<file path="src/rtl/uart_rx_os.sv">
// Oversampling UART receiver with a one-entry valid/ready output buffer.
// Optional 2-of-3 majority bit decision: define UART_RX_MAJORITY_EN.
module uart_rx_os #(
    parameter int unsigned CLOCK_FREQ = 12000000,
    parameter int unsigned BAUD_RATE  = 19200,
    parameter int unsigned OVERSAMPLE = 16,
    parameter int unsigned DATA_BITS  = 8,
    parameter int unsigned PARITY     = 0,
    parameter int unsigned STOP_BITS  = 1
) (
    input  logic                 clk,
    input  logic                 rst,
    input  logic                 rxd,
    output logic [DATA_BITS-1:0] data,
    output logic                 valid,
    input  logic                 ready,
    output logic                 parity_err,
    output logic                 frame_err,
    output logic                 overrun,
    output logic                 busy
);

    localparam int unsigned DIV   = CLOCK_FREQ / (BAUD_RATE * OVERSAMPLE);
    localparam int unsigned DIV_W = (DIV > 1) ? $clog2(DIV) : 1;
    localparam int unsigned OS_W  = $clog2(OVERSAMPLE);
    localparam int unsigned BC_W  = $clog2(DATA_BITS + 3);
`ifdef UART_RX_MAJORITY_EN
    localparam int unsigned SAMP_PT = OVERSAMPLE / 2 + 1;
`else
    localparam int unsigned SAMP_PT = OVERSAMPLE / 2;
`endif

    if (DIV < 1) begin : g_chk_div
        $error("uart_rx_os: CLOCK_FREQ too low for BAUD_RATE*OVERSAMPLE");
    end
    if ((OVERSAMPLE < 8) || (OVERSAMPLE % 2 != 0)) begin : g_chk_os
        $error("uart_rx_os: OVERSAMPLE must be even and >= 8");
    end
    if ((DATA_BITS < 5) || (DATA_BITS > 9)) begin : g_chk_db
        $error("uart_rx_os: DATA_BITS must be 5..9");
    end
    if ((PARITY > 2) || (STOP_BITS < 1) || (STOP_BITS > 2)) begin : g_chk_fmt
        $error("uart_rx_os: PARITY must be 0..2 and STOP_BITS 1..2");
    end

    typedef enum logic [2:0] {
        S_IDLE,
        S_START,
        S_DATA,
        S_PARITY,
        S_STOP
    } state_t;

    state_t               r_state;
    logic                 r_sync1;
    logic                 r_sync2;
    logic                 r_rxs_d;
    logic [DIV_W-1:0]     r_div_cnt;
    logic [OS_W-1:0]      r_os_cnt;
    logic [BC_W-1:0]      r_bit_cnt;
    logic [DATA_BITS-1:0] r_shift;
    logic                 r_par;
    logic                 r_perr;
    logic                 r_ferr;

    logic w_tick;
    logic w_samp;
    logic w_bit;
    logic w_fall;

    assign w_tick = (r_div_cnt == DIV_W'(DIV - 1));
    assign w_samp = w_tick && (r_os_cnt == OS_W'(SAMP_PT));
    assign w_fall = r_rxs_d && !r_sync2;

`ifdef UART_RX_MAJORITY_EN
    logic [1:0] r_maj;

    // Capture the two samples preceding the deciding one.
    always_ff @(posedge clk) begin
        if (rst) begin
            r_maj <= 2'b11;
        end else if (w_tick && ((r_os_cnt == OS_W'(OVERSAMPLE / 2 - 1)) ||
                                (r_os_cnt == OS_W'(OVERSAMPLE / 2)))) begin
            r_maj <= {r_maj[0], r_sync2};
        end
    end

    assign w_bit = (r_maj[0] & r_maj[1]) | (r_maj[0] & r_sync2) | (r_maj[1] & r_sync2);
`else
    assign w_bit = r_sync2;
`endif

    always_ff @(posedge clk) begin
        if (rst) begin
            r_state    <= S_IDLE;
            r_sync1    <= 1'b1;
            r_sync2    <= 1'b1;
            r_rxs_d    <= 1'b1;
            r_div_cnt  <= '0;
            r_os_cnt   <= '0;
            r_bit_cnt  <= '0;
            r_shift    <= '0;
            r_par      <= 1'b0;
            r_perr     <= 1'b0;
            r_ferr     <= 1'b0;
            data       <= '0;
            valid      <= 1'b0;
            parity_err <= 1'b0;
            frame_err  <= 1'b0;
            overrun    <= 1'b0;
            busy       <= 1'b0;
        end else begin
            r_sync1 <= rxd;
            r_sync2 <= r_sync1;
            r_rxs_d <= r_sync2;
            overrun <= 1'b0;

            // Tick generator, re-phased to the detected start edge.
            if ((r_state == S_IDLE) && w_fall) begin
                r_div_cnt <= '0;
                r_os_cnt  <= '0;
            end else if (w_tick) begin
                r_div_cnt <= '0;
                r_os_cnt  <= (r_os_cnt == OS_W'(OVERSAMPLE - 1)) ? '0 : r_os_cnt + OS_W'(1);
            end else begin
                r_div_cnt <= r_div_cnt + DIV_W'(1);
            end

            if (valid && ready) begin
                valid <= 1'b0;
            end

            case (r_state)
                S_IDLE: begin
                    if (w_fall) begin
                        r_state   <= S_START;
                        busy      <= 1'b1;
                        r_bit_cnt <= '0;
                    end
                end
                S_START: begin
                    if (w_samp) begin
                        if (w_bit) begin
                            r_state <= S_IDLE;
                            busy    <= 1'b0;
                        end else begin
                            r_state   <= S_DATA;
                            r_bit_cnt <= '0;
                            r_par     <= 1'b0;
                            r_perr    <= 1'b0;
                            r_ferr    <= 1'b0;
                        end
                    end
                end
                S_DATA: begin
                    if (w_samp) begin
                        r_shift <= {w_bit, r_shift[DATA_BITS-1:1]};
                        r_par   <= r_par ^ w_bit;
                        if (r_bit_cnt == BC_W'(DATA_BITS - 1)) begin
                            r_bit_cnt <= '0;
                            r_state   <= (PARITY != 0) ? S_PARITY : S_STOP;
                        end else begin
                            r_bit_cnt <= r_bit_cnt + BC_W'(1);
                        end
                    end
                end
                S_PARITY: begin
                    if (w_samp) begin
                        r_perr  <= (PARITY == 1) ? ~(r_par ^ w_bit) : (r_par ^ w_bit);
                        r_state <= S_STOP;
                    end
                end
                S_STOP: begin
                    if (w_samp) begin
                        if (r_bit_cnt == BC_W'(STOP_BITS - 1)) begin
                            r_state   <= S_IDLE;
                            busy      <= 1'b0;
                            r_bit_cnt <= '0;
                            // A free buffer (or one being drained) takes the word.
                            if (!valid || ready) begin
                                data       <= r_shift;
                                parity_err <= r_perr;
                                frame_err  <= r_ferr | ~w_bit;
                                valid      <= 1'b1;
                            end else begin
                                overrun <= 1'b1;
                            end
                        end else begin
                            r_ferr    <= r_ferr | ~w_bit;
                            r_bit_cnt <= r_bit_cnt + BC_W'(1);
                        end
                    end
                end
                default: r_state <= S_IDLE;
            endcase
        end
    end

endmodule

</file>
<file path="config.mk">
export PLATFORM = sky130hd
export DESIGN_NAME = uart_rx_os
export DESIGN_NICKNAME = d
export VERILOG_FILES = /design/src/rtl/uart_rx_os.sv
export SDC_FILE = /design/constraint.sdc
export NUM_CORES = 1
export LEC_CHECK = 0
export ABC_AREA = 0
export CORE_UTILIZATION = 55
export CTS_CLUSTER_SIZE = 10
export DETAILED_ROUTE_END_ITERATION = 12
export PLACE_DENSITY_LB_ADDON = 0.2
export SLEW_MARGIN = 5
export SYNTH_ARGS = -nofsm -noshare
export SYNTH_HDL_FRONTEND = slang
export SYNTH_SLANG_ARGS = --single-unit
</file>
<file path="constraint.sdc">
create_clock -name clk -period 2.4 [get_ports clk]
set_input_delay 0.48 -clock clk [delete_from_list [all_inputs] [get_ports clk]]
set_output_delay 0.48 -clock clk [all_outputs]
set_load 0.01 [all_outputs]
</file>
==> impl_metrics.ini, run 1 <==
[status]
status = finished, final reports clean

[die]
die_area_um2 = 3840
fp-row-count = 21
die_w_um = 62.0
ioPinCount = 17
core_region_area_um2 = 3390
chipHeight_um = 62.0
start_util = 0.584

[timing]
finalSetupTns_ns = 0
finalCritPeriodShare = 0.811
slew_headroom = 0.667
tightest_slew_ns = 0.498
hold_violations = 0
max_freq_ghz = 0.514
finalCriticalPeriod_ns = 1.95
finalSetupViolations = 0
finalMaxSlewViolations = 0
fin_skew_ns = 0.00892
rsz0062_at_grt = no
setup_ws_ns = 0.454

[final_layout]
final_common_cell = dfxtp_1
final_cell_area_um2 = 2280
nets = 258
final_core_util = 0.672
antennaDiodeCount = 0
area_growth_pct = 15.1
final_layout_size_suffix_gt1_frac = 0.0964
final_cell_mix = 44 x dfxtp_1, 25 x nor2_1, 25 x a21oi_1

[route]
drtAntennaViolNets = 0
wirelength_mm = 3.75
wl_per_cell_um = 12.7
vias = 1652
routed_via_density = 5.60
drc = 0
first_pass_iters = 4
drtIter0Drc = 108

[clocking]
clk_pin_slew_ns = 0.13
cts_buffer_depth = 2
cts.sinks = 44
cts_max_level = 2
ctsHoldBuffers = 0
cts_tree = yes
numCtsBuffers = 5
cts_resized = 0
cts_root_buf = clkbuf_4
insertion_delay_ns = 0.36
post-cts-setup-buffers = 0

[logic_synthesis]
synth_enable_flop_cells = 0
synthCells = 229
synth_fp_nets = 239
synth_cell_types = 43
ys_seq_area_frac = 0.445
synth_ff_type = dfxtp_1
synth.cell_area_um2 = 1980
synth_seq_cells = 44
ys.warnings.count = 0
async_reset_ff_frac = 0
syn_avg_cell_area_um2 = 8.64

[power]
switching_share = 0.224
p_int_uw = 979
clockPowerShare = 0.366
switchingPower_uw = 283
power.total_uw = 1260
leakage_uw = 0.000779
irDropWorstVdd_uv = 474
p_comb_frac = 0.043
power_density_nw_per_um2 = 554
seq_power_share = 0.591

[global_routing]
antenna_found_initial = 0
grt_pass1_wl_mm = 6.25
first_global_vias = 1479
track_usage = 0.223
grt_max_degree = 28
grt_overflow = 0

[setup_path]
endpoint_kind = flop
crit_required_ns = 2.66
cp.arrival_ns = 2.21
worst-setup-path-type = reg2reg
critPathLaunchType = flop
cp_max_fo = 11

[placed_design]
routabilityCongestion = 0.829
placed_area_um2 = 2200
hpwlAfterDp_mm = 2.61
pre_cts_slack_ns = 0.468
io_buffers = 16

[job]
max_cap_viol_count = 0

[worst_hold_path]
hold_path.class = reg2reg
-- area by class of cell --
class | count | area [um^2]
clock buffers | 5 | 37.5
clock inverters | 3 | 42.5
fillers | 277 | 1110
inverters | 6 | 22.5
multi-input cells | 169 | 1030
flip-flops and latches | 44 | 881
well taps | 46 | 57.6
repair buffers | 22 | 205
-- synthesized netlist by cell type (all sizes together), types with 2 or more instances --
cell type / n / area (um^2)
dfxtp: 44 / 881
nand2b: 6 / 37.5
o21ai: 8 / 40.0
nor3: 5 / 36.3
or2: 7 / 46.3
nand3b: 4 / 30.0
nand2: 22 / 82.6
mux2i: 9 / 90.1
a21oi: 25 / 125
buf: 3 / 17.5
xnor2: 3 / 26.3
clkbuf: 7 / 26.3
and3: 2 / 12.5
nor2b: 2 / 12.5
nor4bb: 2 / 20.0
or3b: 2 / 20.0
nand4: 3 / 25.0
nand3: 17 / 85.1
inv: 6 / 22.5
nor2: 26 / 100
or3: 3 / 18.8
ha: 6 / 75.1
xor2: 4 / 35.0
a31oi: 2 / 12.5
-- logic make-up after synthesis --
family,after synthesis,share of synthesized area
mux,9,0.0455
simple gates,105,0.287
xor+xnor,7,0.0310
fa+ha+maj,6,0.0379
compound gates,42,0.120
buf+inv,16,0.0335
flops,44,0.445
-- layer usage --
| layer | part of all wire | global-route usage | vias to the layer above |
|---|---|---|---|
| li1 | - | - | 842 |
| met3 | 0.051 | 0.0683 | 8 |
| met5 | 0 | 0 | - |
| met2 | 0.46 | 0.360 | 37 |
| met4 | 0.011 | 0.0794 | 0 |
| met1 | 0.47 | 0.282 | 765 |
-- critical path: stages (launching register included) --
cell	delay, ns
dfxtp_1	0.35
inv_1	0.06
ha_1	0.16
and4b_1	0.22
nand4_2	0.26
nor4b_2	0.28
buf_4	0.25
mux2i_1	0.21
nor2_1	0.06
-- final timing paths --
| path | startpoint | endpoint | slack, ns | cells past startpoint |
|---|---|---|---|---|
| setup / recovery | r_div_cnt[0] | data[3] | 0.45 | 8 |
| hold / removal | r_sync1 | r_sync2 | 0.43 | 1 |
| setup reg to reg | r_div_cnt[0] | data[3] | 0.45 | 8 |
| hold reg to reg | r_sync1 | r_sync2 | 0.43 | 1 |
-- registers in the layout, indices dropped and copies added (netlist names), 3 cells and up --
signal	flops
r_shift	8
r_os_cnt	4
r_div_cnt	6
data	8
r_state	3
r_bit_cnt	4
-- power groups by stage --
stage / registers, uW / logic (uW) / clock network, uW
3_5_place_dp: 762 / 54.1 / 0
5_1_grt: 748 / 60.3 / 506
2_1_floorplan: 760 / 37.0 / 0
6_report: 746 / 54.5 / 461
4_1_cts: 746 / 54.5 / 469
3_3_place_gp: 762 / 53.0 / 0
-- stage by stage --
stage / hold WS, ns / cells
floorplan: 0.389 / 229
global placement: 0.394 / 287
detailed placement: 0.399 / 287
CTS: 0.431 / 295
global route: 0.460 / 295
finish: 0.428 / 295
No activity file was read; power rests on OpenSTA's default activity.
==> inputs of run 2 (changes only) <==
--- a/config.mk
+++ b/config.mk
@@ -6,7 +6,7 @@
 export NUM_CORES = 1
 export LEC_CHECK = 0
 export ABC_AREA = 0
-export CORE_UTILIZATION = 55
+export CORE_UTILIZATION = 51
 export CTS_CLUSTER_SIZE = 10
 export DETAILED_ROUTE_END_ITERATION = 12
 export PLACE_DENSITY_LB_ADDON = 0.2
==> constraint.sdc (replaced) <==
create_clock -name clk -period 1.7 [get_ports clk]
set_input_delay 0.34 -clock clk [delete_from_list [all_inputs] [get_ports clk]]
set_output_delay 0.34 -clock clk [all_outputs]
set_load 0.01 [all_outputs]
==> impl_metrics.ini, run 2 (same netlist as run 1, synthesis figures left out) <==
[timing]
max_freq_ghz = 0.563
hold_violations = 0
finalCriticalPeriod_ns = 1.78
setup_ws_ns = -0.0777
slew_headroom = 0.764
finalCritPeriodShare = 1.05
hold_ws_ns = 0.455
finalSetupViolations = 9
tightest_slew_ns = 0.352
rsz0062_at_grt = yes
finalMaxSlewViolations = 0
fin_skew_ns = 0.00794

[route]
vias = 1764
wl_per_cell_um = 14.1
wirelength_mm = 4.50
drtIter0Drc = 104
drc = 0
drtAntennaViolNets = 0
routed_via_density = 5.51
first_pass_iters = 4

[global_routing]
first_global_vias = 1655
grt_max_degree = 21
track_usage = 0.238
antenna_found_initial = 0
grt_overflow = 0
grt_pass1_wl_mm = 7.47

[setup_path]
crit_family = simple AND/OR/NAND/NOR gates
crit_required_ns = 1.90
cp.arrival_ns = 1.97
endpoint_kind = flop
critPathLaunchType = flop
ff2ff_setup_slack_ns = -0.08
slowest_delay_ns = 0.35
worst-setup-path-type = reg2reg
critical_path_buf_inv_count = 2
reg2regPathDepth = 8
worstReg2RegEnd = data[7]
cp_max_fo = 6
cp_slowest_cell = nor4b_4
r2r_start = r_div_cnt[0]
crit_path_cell_trace = inv_2 > ha_4 > and4b_1 > nand4_4 > nor4b_4 > buf_6 > mux2i_1 > nor2_1

[die]
die_w_um = 64.3
core_region_area_um2 = 3690
fp-row-count = 22
die_area_um2 = 4130
ioPinCount = 17
chipHeight_um = 64.3
start_util = 0.537

[clocking]
clk_pin_slew_ns = 0.08
cts_root_buf = clkbuf_8
cts.sinks = 44
cts_buffer_depth = 2
insertion_delay_ns = 0.31
ctsHoldBuffers = 0
cts_tree = yes
cts_max_level = 2
numCtsBuffers = 5

[worst_hold_path]
hold_path.class = reg2reg
hp-start = r_sync1
min_to = r_sync2
min_path_cells = 1

[final_layout]
final_core_util = 0.708
nets = 283
final_layout_size_suffix_gt1_frac = 0.246
final_cell_mix = 37 x dfxtp_1, 29 x buf_4, 25 x nor2_1
final_common_cell = dfxtp_1
fill_cells = 301
area_growth_pct = 32.0
largest_registers = data: 8 flops, r_shift: 8 flops, r_div_cnt: 6 flops
antennaDiodeCount = 0

[status]
failed_checks = setup timing
status = finished with violations

[power]
irDropWorstVdd_uv = 497
leakage_uw = 0.000939
power_density_nw_per_um2 = 739

[placed_design]
hpwlAfterDp_mm = 3.03
routabilityCongestion = 0.842
io_buffers = 16

[job]
max_cap_viol_count = 0
## run 2: what timing repair did
| item | in CTS | in global routing |
|---|---|---|
| gates resized for setup | 12 | 16 |
| setup buffers | 0 | 2 |
| cloned | 1 | 0 |
| pin swaps | 9 | 8 |
| endpoints found under the setup margin | 16 | 21 |
## run 2: area by class of cell
class                   instances  area [um^2]  share of cell area
flip-flops and latches         44          890               0.341
multi-input cells             169         1140               0.437
well taps                      48         60.1              0.0230
clock buffers                   5         68.8              0.0263
inverters                       6         22.5             0.00862
repair buffers                 47          400               0.153
clock inverters                 1         30.0              0.0115
## run 2: power by group
group          switching [uW]  internal (uW)
Combinational            55.6           51.5
Clock                     349            422
Sequential               9.53           1040
Total                     414           1520
## run 2: per-stage QoR
stage | worst slack, ns | instance area, um^2 | instances | total power (uW) | setup TNS (ns)
floorplan | -0.0442 | 1980 | 229 | 1130 | -0.398
detailed placement | -0.127 | 2370 | 311 | 1170 | -1.13
CTS | -0.0876 | 2520 | 318 | 1920 | -0.645
global placement | -0.0939 | 2370 | 311 | 1160 | -0.814
global route | -0.192 | 2610 | 320 | 1990 | -1.62
finish | -0.0777 | 2610 | 320 | 1930 | -0.567
## run 2: worst max path at each step
stage,from,endpoint,slack [ns],cells after the start
6_report,r_div_cnt[0],data[7],-0.08,8
3_5_place_dp,r_bit_cnt[0],data[7],-0.13,7
5_1_grt,r_div_cnt[0],data[2],-0.19,8
3_3_place_gp,r_bit_cnt[0],data[1],-0.09,7
4_1_cts,r_div_cnt[0],data[7],-0.09,8
2_1_floorplan,r_bit_cnt[0],data[0],-0.04,7
## run 2: routing by layer
metal	part of all wire	GRT usage
met5	0	0
met2	0.50	0.399
met1	0.44	0.284
met3	0.044	0.0500
met4	0.014	0.122
